File: src/rtl/lane_terrain_engine.sv
// Scrolling multi-lane terrain generator: per-lane LFSR columns shifted toward
// column 0 at a prescaled rate, with gap limiting and a guaranteed solid lane.
module lane_terrain_engine #(
  parameter int          LANES   = 3,
  parameter int          WIDTH   = 640,
  parameter int          PROBE   = 20,
  parameter logic [15:0] SEED    = 16'hACE1,
  parameter int          MAX_GAP = 8,
  parameter int          DIV_W   = 20
) (
  input  logic                   clk,
  input  logic                   reset,
  input  logic                   enable,
  input  logic [DIV_W-1:0]       speed,
  output logic [LANES*WIDTH-1:0] ground,
  output logic [LANES-1:0]       probe,
  output logic                   step,
  output logic [15:0]            scroll_count
);

  localparam int         RR_W    = (LANES > 1) ? $clog2(LANES) : 1;
  localparam logic [7:0] GAP_LIM = 8'(MAX_GAP);
  localparam logic [RR_W-1:0] RR_LAST = RR_W'(LANES - 1);

  logic [LANES*WIDTH-1:0] r_ground;
  logic [DIV_W-1:0]       r_div_cnt;
  logic [15:0]            r_lfsr [LANES];
  logic [7:0]             r_gap  [LANES];
  logic [RR_W-1:0]        r_rr;
  logic                   r_step;
  logic [15:0]            r_scroll_count;

  logic                   w_hit;
  logic [LANES-1:0]       w_cand;
  logic [LANES-1:0]       w_new;
  logic [15:0]            w_lfsr_next [LANES];

  // A zero seed would lock the LFSR, so it is nudged to 1.
  function automatic logic [15:0] seedOf(input int l);
    logic [15:0] s;
    s = SEED ^ 16'(l * 16'h1F35);
    return (s == 16'h0000) ? 16'h0001 : s;
  endfunction

  always_comb begin
    w_hit = enable && ((speed <= DIV_W'(1)) || (r_div_cnt >= speed - DIV_W'(1)));
    w_cand = '0;
    for (int l = 0; l < LANES; l++) begin
      w_cand[l]      = r_lfsr[l][0] | (r_gap[l] == GAP_LIM);
      w_lfsr_next[l] = {1'b0, r_lfsr[l][15:1]} ^ (r_lfsr[l][0] ? 16'hB400 : 16'h0000);
    end
    w_new = w_cand;
    // An all-empty column is never inserted; the round-robin lane takes the solid bit.
    if (w_cand == '0) w_new[r_rr] = 1'b1;
  end

  always_ff @(posedge clk or negedge reset) begin
    if (!reset) begin
      r_div_cnt      <= '0;
      r_step         <= 1'b0;
      r_scroll_count <= 16'h0000;
      r_rr           <= '0;
      r_ground       <= '1;
      for (int l = 0; l < LANES; l++) begin
        r_lfsr[l] <= seedOf(l);
        r_gap[l]  <= 8'h00;
      end
    end else begin
      r_step <= w_hit;
      if (enable) r_div_cnt <= w_hit ? '0 : r_div_cnt + DIV_W'(1);
      if (w_hit) begin
        r_scroll_count <= r_scroll_count + 16'h0001;
        r_rr           <= (r_rr == RR_LAST) ? '0 : r_rr + RR_W'(1);
        for (int l = 0; l < LANES; l++) begin
          r_lfsr[l] <= w_lfsr_next[l];
          r_gap[l]  <= w_new[l] ? 8'h00 : r_gap[l] + 8'h01;
          r_ground[l*WIDTH +: WIDTH] <= {w_new[l], r_ground[l*WIDTH+1 +: WIDTH-1]};
        end
      end
    end
  end

  always_comb begin
    probe = '0;
    for (int l = 0; l < LANES; l++) probe[l] = r_ground[l*WIDTH+PROBE];
  end

  assign ground       = r_ground;
  assign step         = r_step;
  assign scroll_count = r_scroll_count;

endmodule

File: config.mk
export PLATFORM = sky130hd
export DESIGN_NAME = lane_terrain_engine
export DESIGN_NICKNAME = d
export VERILOG_FILES = /design/src/rtl/lane_terrain_engine.sv
export SDC_FILE = /design/constraint.sdc
export NUM_CORES = 2
export LEC_CHECK = 0
export CAP_MARGIN = 20
export CORE_AREA = 2 2 771 773
export DETAILED_ROUTE_END_ITERATION = 12
export DIE_AREA = 0 0 773 775
export MAX_ROUTING_LAYER = met4
export PLACE_DENSITY = 0.38
export SLEW_MARGIN = 10
export SYNTH_ARGS = -nofsm -noshare
export SYNTH_HDL_FRONTEND = slang
export SYNTH_SLANG_ARGS = --single-unit
File: constraint.sdc
create_clock -name clk -period 6.76 [get_ports clk]
set_input_delay 1.69 -clock clk [delete_from_list [all_inputs] [get_ports clk]]
set_output_delay 1.69 -clock clk [all_outputs]
set_load 0.01 [all_outputs]
==> summary.md <==
| Metric | Value |
|---|---|
| Final setup vio count | 0 |
| Routed wire length per instance | 20.96 um |
| Stage delay of the slowest cell on the critical path | 0.50 ns |
| Insertion delay of the later-clocked pin in the worst-skew pair | 0.96 ns |
| Cts hold-fix bufs | 0 |
| Most numerous cell types in the synthesized netlist | sky130_fd_sc_hd__dfstp_2 (1,944), sky130_fd_sc_hd__mux2_2 (1,472), sky130_fd_sc_hd__mux2_1 (495) |
| Syn_nets | 4,679 |
| Nets | 6,796 |
| Cells along the critical path | clkdlybuf4s50_1 -> or3_1 -> nor3_1 -> nand3_1 -> nor4_1 -> xnor2_1 -> ha_1 -> nand4_1 -> nor2_1 -> a221oi_1 -> o21ai_4 -> o21ai_4 -> buf_12 -> buf_12 -> buf_12 -> buf_12 -> mux2_2 |
| Share of post-route cells with drive strength above 1 | 57.08% |
| Most Frequent Cell on Critical Path | sky130_fd_sc_hd__buf_12 |
| First-pass detailed-route iteration total | 4 |
| Relative area change from synthesis to final layout | 48.73% |
| Gp weighted congestion | 0.7883 |
| Port Buffers | 1,962 |
| Setup repair after global routing missed its margin | no |
| P_leak | 0.04631 uW |
| Proportion of register bits with asynchronous set or reset after synthesis | 100.0% |
| Die span in x | 773 um |
| Number of synthesized flops with an enable pin | 0 |
| Number of cells in the finished layout apart from fillers | 14.79k |
| DRC errors left | 0 |
| Clock root cell | sky130_fd_sc_hd__clkbuf_16 |
| Initial antenna violation count | 28 |
| Max Root-Sink Buffers | 4 |
| Wire length of the first global-routing pass | 431,800 um |
| Leftover overflow at the end of global routing | 0 |
| Final critical-path required period | 5.618 ns |
| Leading register cell type out of synthesis | sky130_fd_sc_hd__dfstp_2 |
| Distinct cell type count of the synthesized netlist | 56 |
| Num rows | 283 |
| Arrival time at the worst endpoint | 6.42 ns |
| Top-count cell post-synth | sky130_fd_sc_hd__dfstp_2 |
| Top cells by area, synth | sky130_fd_sc_hd__dfstp_2 (64%), sky130_fd_sc_hd__mux2_2 (21%), sky130_fd_sc_hd__mux2_1 (7.0%), sky130_fd_sc_hd__dfrtp_1 (2.7%), sky130_fd_sc_hd__buf_2 (1.2%) |
| Pwr/cell area | 230.0 nW/um^2 |
| Total power after layout | 27,150 uW |
| Drt first-iter violations | 1,429 |
| Worst-case headroom to the max-slew limit | 22.26% |
| Via count of the first global-routing pass | 51.83k |
| Transition time at the pin with the least slew margin | 1.166 ns |
| Post-synth design cell area | 79,360 sq um |
| Total wire length after detailed routing | 310,100 um |
| Largest net degree at the start of global routing | 155 |
| Biggest fanout along the worst timing path | 35 |
| Post-route ant nets | 0 |
| Pre-CTS worst setup slack | 0.03674 ns |
| Clock tree from TritonCTS | yes |
| Crit Path Class | in -> reg |
| Data required time of the critical path | 7.57 ns |
| Total GRT Usage | 10.21% |
| Half-perimeter wire length of the detailed placement result | 238,700 um |
| Hold violation count in the final report | 0 |
| Number of buffers created by CTS | 268 |
| Resized Gates After CTS | 0 |
| Total non-filler cell area in the finished layout | 118,000 sq um |
| Type of the worst min-delay path | reg -> reg |
| Yosys top cell area share | 64.37% |
| Placed Instances | 14.31k |
| Share of the clock period used by the worst path after layout | 83.10% |
| Number of levels in the clock H-tree | 5 |
| Critical path capture point type | register |
| Critical path launch point type | input port |
| Max-cap violations | 0 |
| Cell taking the most area after synthesis | sky130_fd_sc_hd__dfstp_2 |
| Via count | 47.93k |
| Least setup slack across all paths after layout | 1.142 ns |
| Result of the run | finished clean |
| Maximum achievable frequency | 0.1780 GHz |
| Avg Synthesized Cell Area | 17.15 sq um |
| Buffers inserted during post-CTS setup optimization | 0 |
| Part of the Yosys area used for sequential elements | 67.11% |
| Placeable Area | 591,700 sq um |
| Die extent in y | 775 um |
| Yosys warnings | 0 |
| Final-report max-slew violation count | 0 |
| Die Area | 599,100 sq um |
| Setup clock skew after layout | 0.07953 ns |
| Flip-flop and latch count after synthesis | 2,031 |
| Critical path's slowest cell | sky130_fd_sc_hd__clkdlybuf4s50_1 |
| Post-DP Area | 109,100 sq um |
| Initial Utilization | 13.41% |
| Clock-pin slew on the worst setup and hold paths | 0.06 ns |
| VDD IR-drop max | 0.1667 mV |
| Per-cell via count in the routed design | 3.240 |
| Top Ports | 1,963 |
| Number of instances in the synthesized netlist | 4,626 |
| TritonCTS sink count | 2,031 |
## sequential cells by signal, indices dropped and copies added (netlist names)
register,cells
ground,1920
r_div_cnt,20
r_gap,24
r_lfsr,48
r_rr,2
scroll_count,16
step,1
## cells in the final DEF (no fill, tap or decap), drive strengths merged, types with 10 or more instances in the layout
| cell type | instances |
|---|---|
| a21oi | 11 |
| ha | 30 |
| buf | 131 |
| nand4 | 11 |
| nor2 | 44 |
| o21ai | 12 |
| nand3 | 19 |
| and3 | 12 |
| xnor2 | 29 |
| nor3 | 10 |
| clkinv | 40 |
| dfstp | 1944 |
| xor2 | 28 |
| mux2 | 1967 |
| clkdlybuf4s50 | 1960 |
| dfrtp | 87 |
| nand2 | 45 |
| clkbuf | 396 |
| inv | 40 |
| bufinv | 11 |
| o211ai | 27 |
## path summary, 6_finish.rpt
kind / slack, ns / cells after the start / startpoint / to
min reg2reg: 0.47 / 1 / r_lfsr[26] / r_lfsr[25]
max: 1.14 / 17 / speed[2] / ground[1289]
min in group asynchronous: 1.12 / 1 / reset / ground[753]
min: 0.47 / 1 / r_lfsr[26] / r_lfsr[25]
max reg2reg: 3.19 / 12 / r_div_cnt[0] / ground[1289]
max in group asynchronous: 4.12 / 3 / reset / ground[598]
## area by class of cell
type / count / area [sq um]
fill: 63090 / 473700
multi-input combinational: 2330 / 24680
sequential: 2031 / 53260
antenna: 9 / 22.52
clock inverter: 77 / 1045
timing repair buffer: 2091 / 21270
clock buffer: 396 / 7873
tap: 7837 / 9806
inverter: 21 / 78.83
## per-stage QoR
step	hold WS [ns]	utilization, %	setup TNS, ns
6_report	0.4681	19.95	0
5_1_grt	0.4877	19.95	0
4_1_cts	0.4624	19.94	0
3_5_place_dp	0.4638	18.44	0
3_3_place_gp	0.4657	18.43	-699.46
2_1_floorplan	0.4541	-	0
## power by group
part | total (uW) | switching [uW] | internal (uW)
sequential | 12300 | 31.7 | 12200
combinational | 392 | 313 | 78.9
clock | 14500 | 5910 | 8570
## critical path: cells and delay by family
| kind | cells | cell delay, ns |
|---|---|---|
| AOI/OAI and AO/OA | 3 | 0.92 |
| adders and majority gates | 1 | 0.29 |
| buffers and inverters | 5 | 1.41 |
| muxes | 1 | 0.36 |
| and+or+nand+nor | 6 | 1.41 |
| xor gates and xnor gates | 1 | 0.18 |
## cells by family after synthesis
group	synth area share, %
AOI/OAI and AO/OA	0.8750
xor gates and xnor gates	0.6291
DFF	67.11
buffers and inverters	1.819
adders and majority gates	0.4730
and+or+nand+nor	1.094
muxes	28.00
## metal layers
metal / vias up / global-route usage, % / wire [um]
met3: 438 / 4.357 / 29890
li1: 20780 / - / -
met5: - / - / 0
met2: 1712 / 16.84 / 150600
met1: 25000 / 10.94 / 117300
met4: 0 / 3.633 / 12270
No activity file was read; power rests on OpenSTA's default activity.
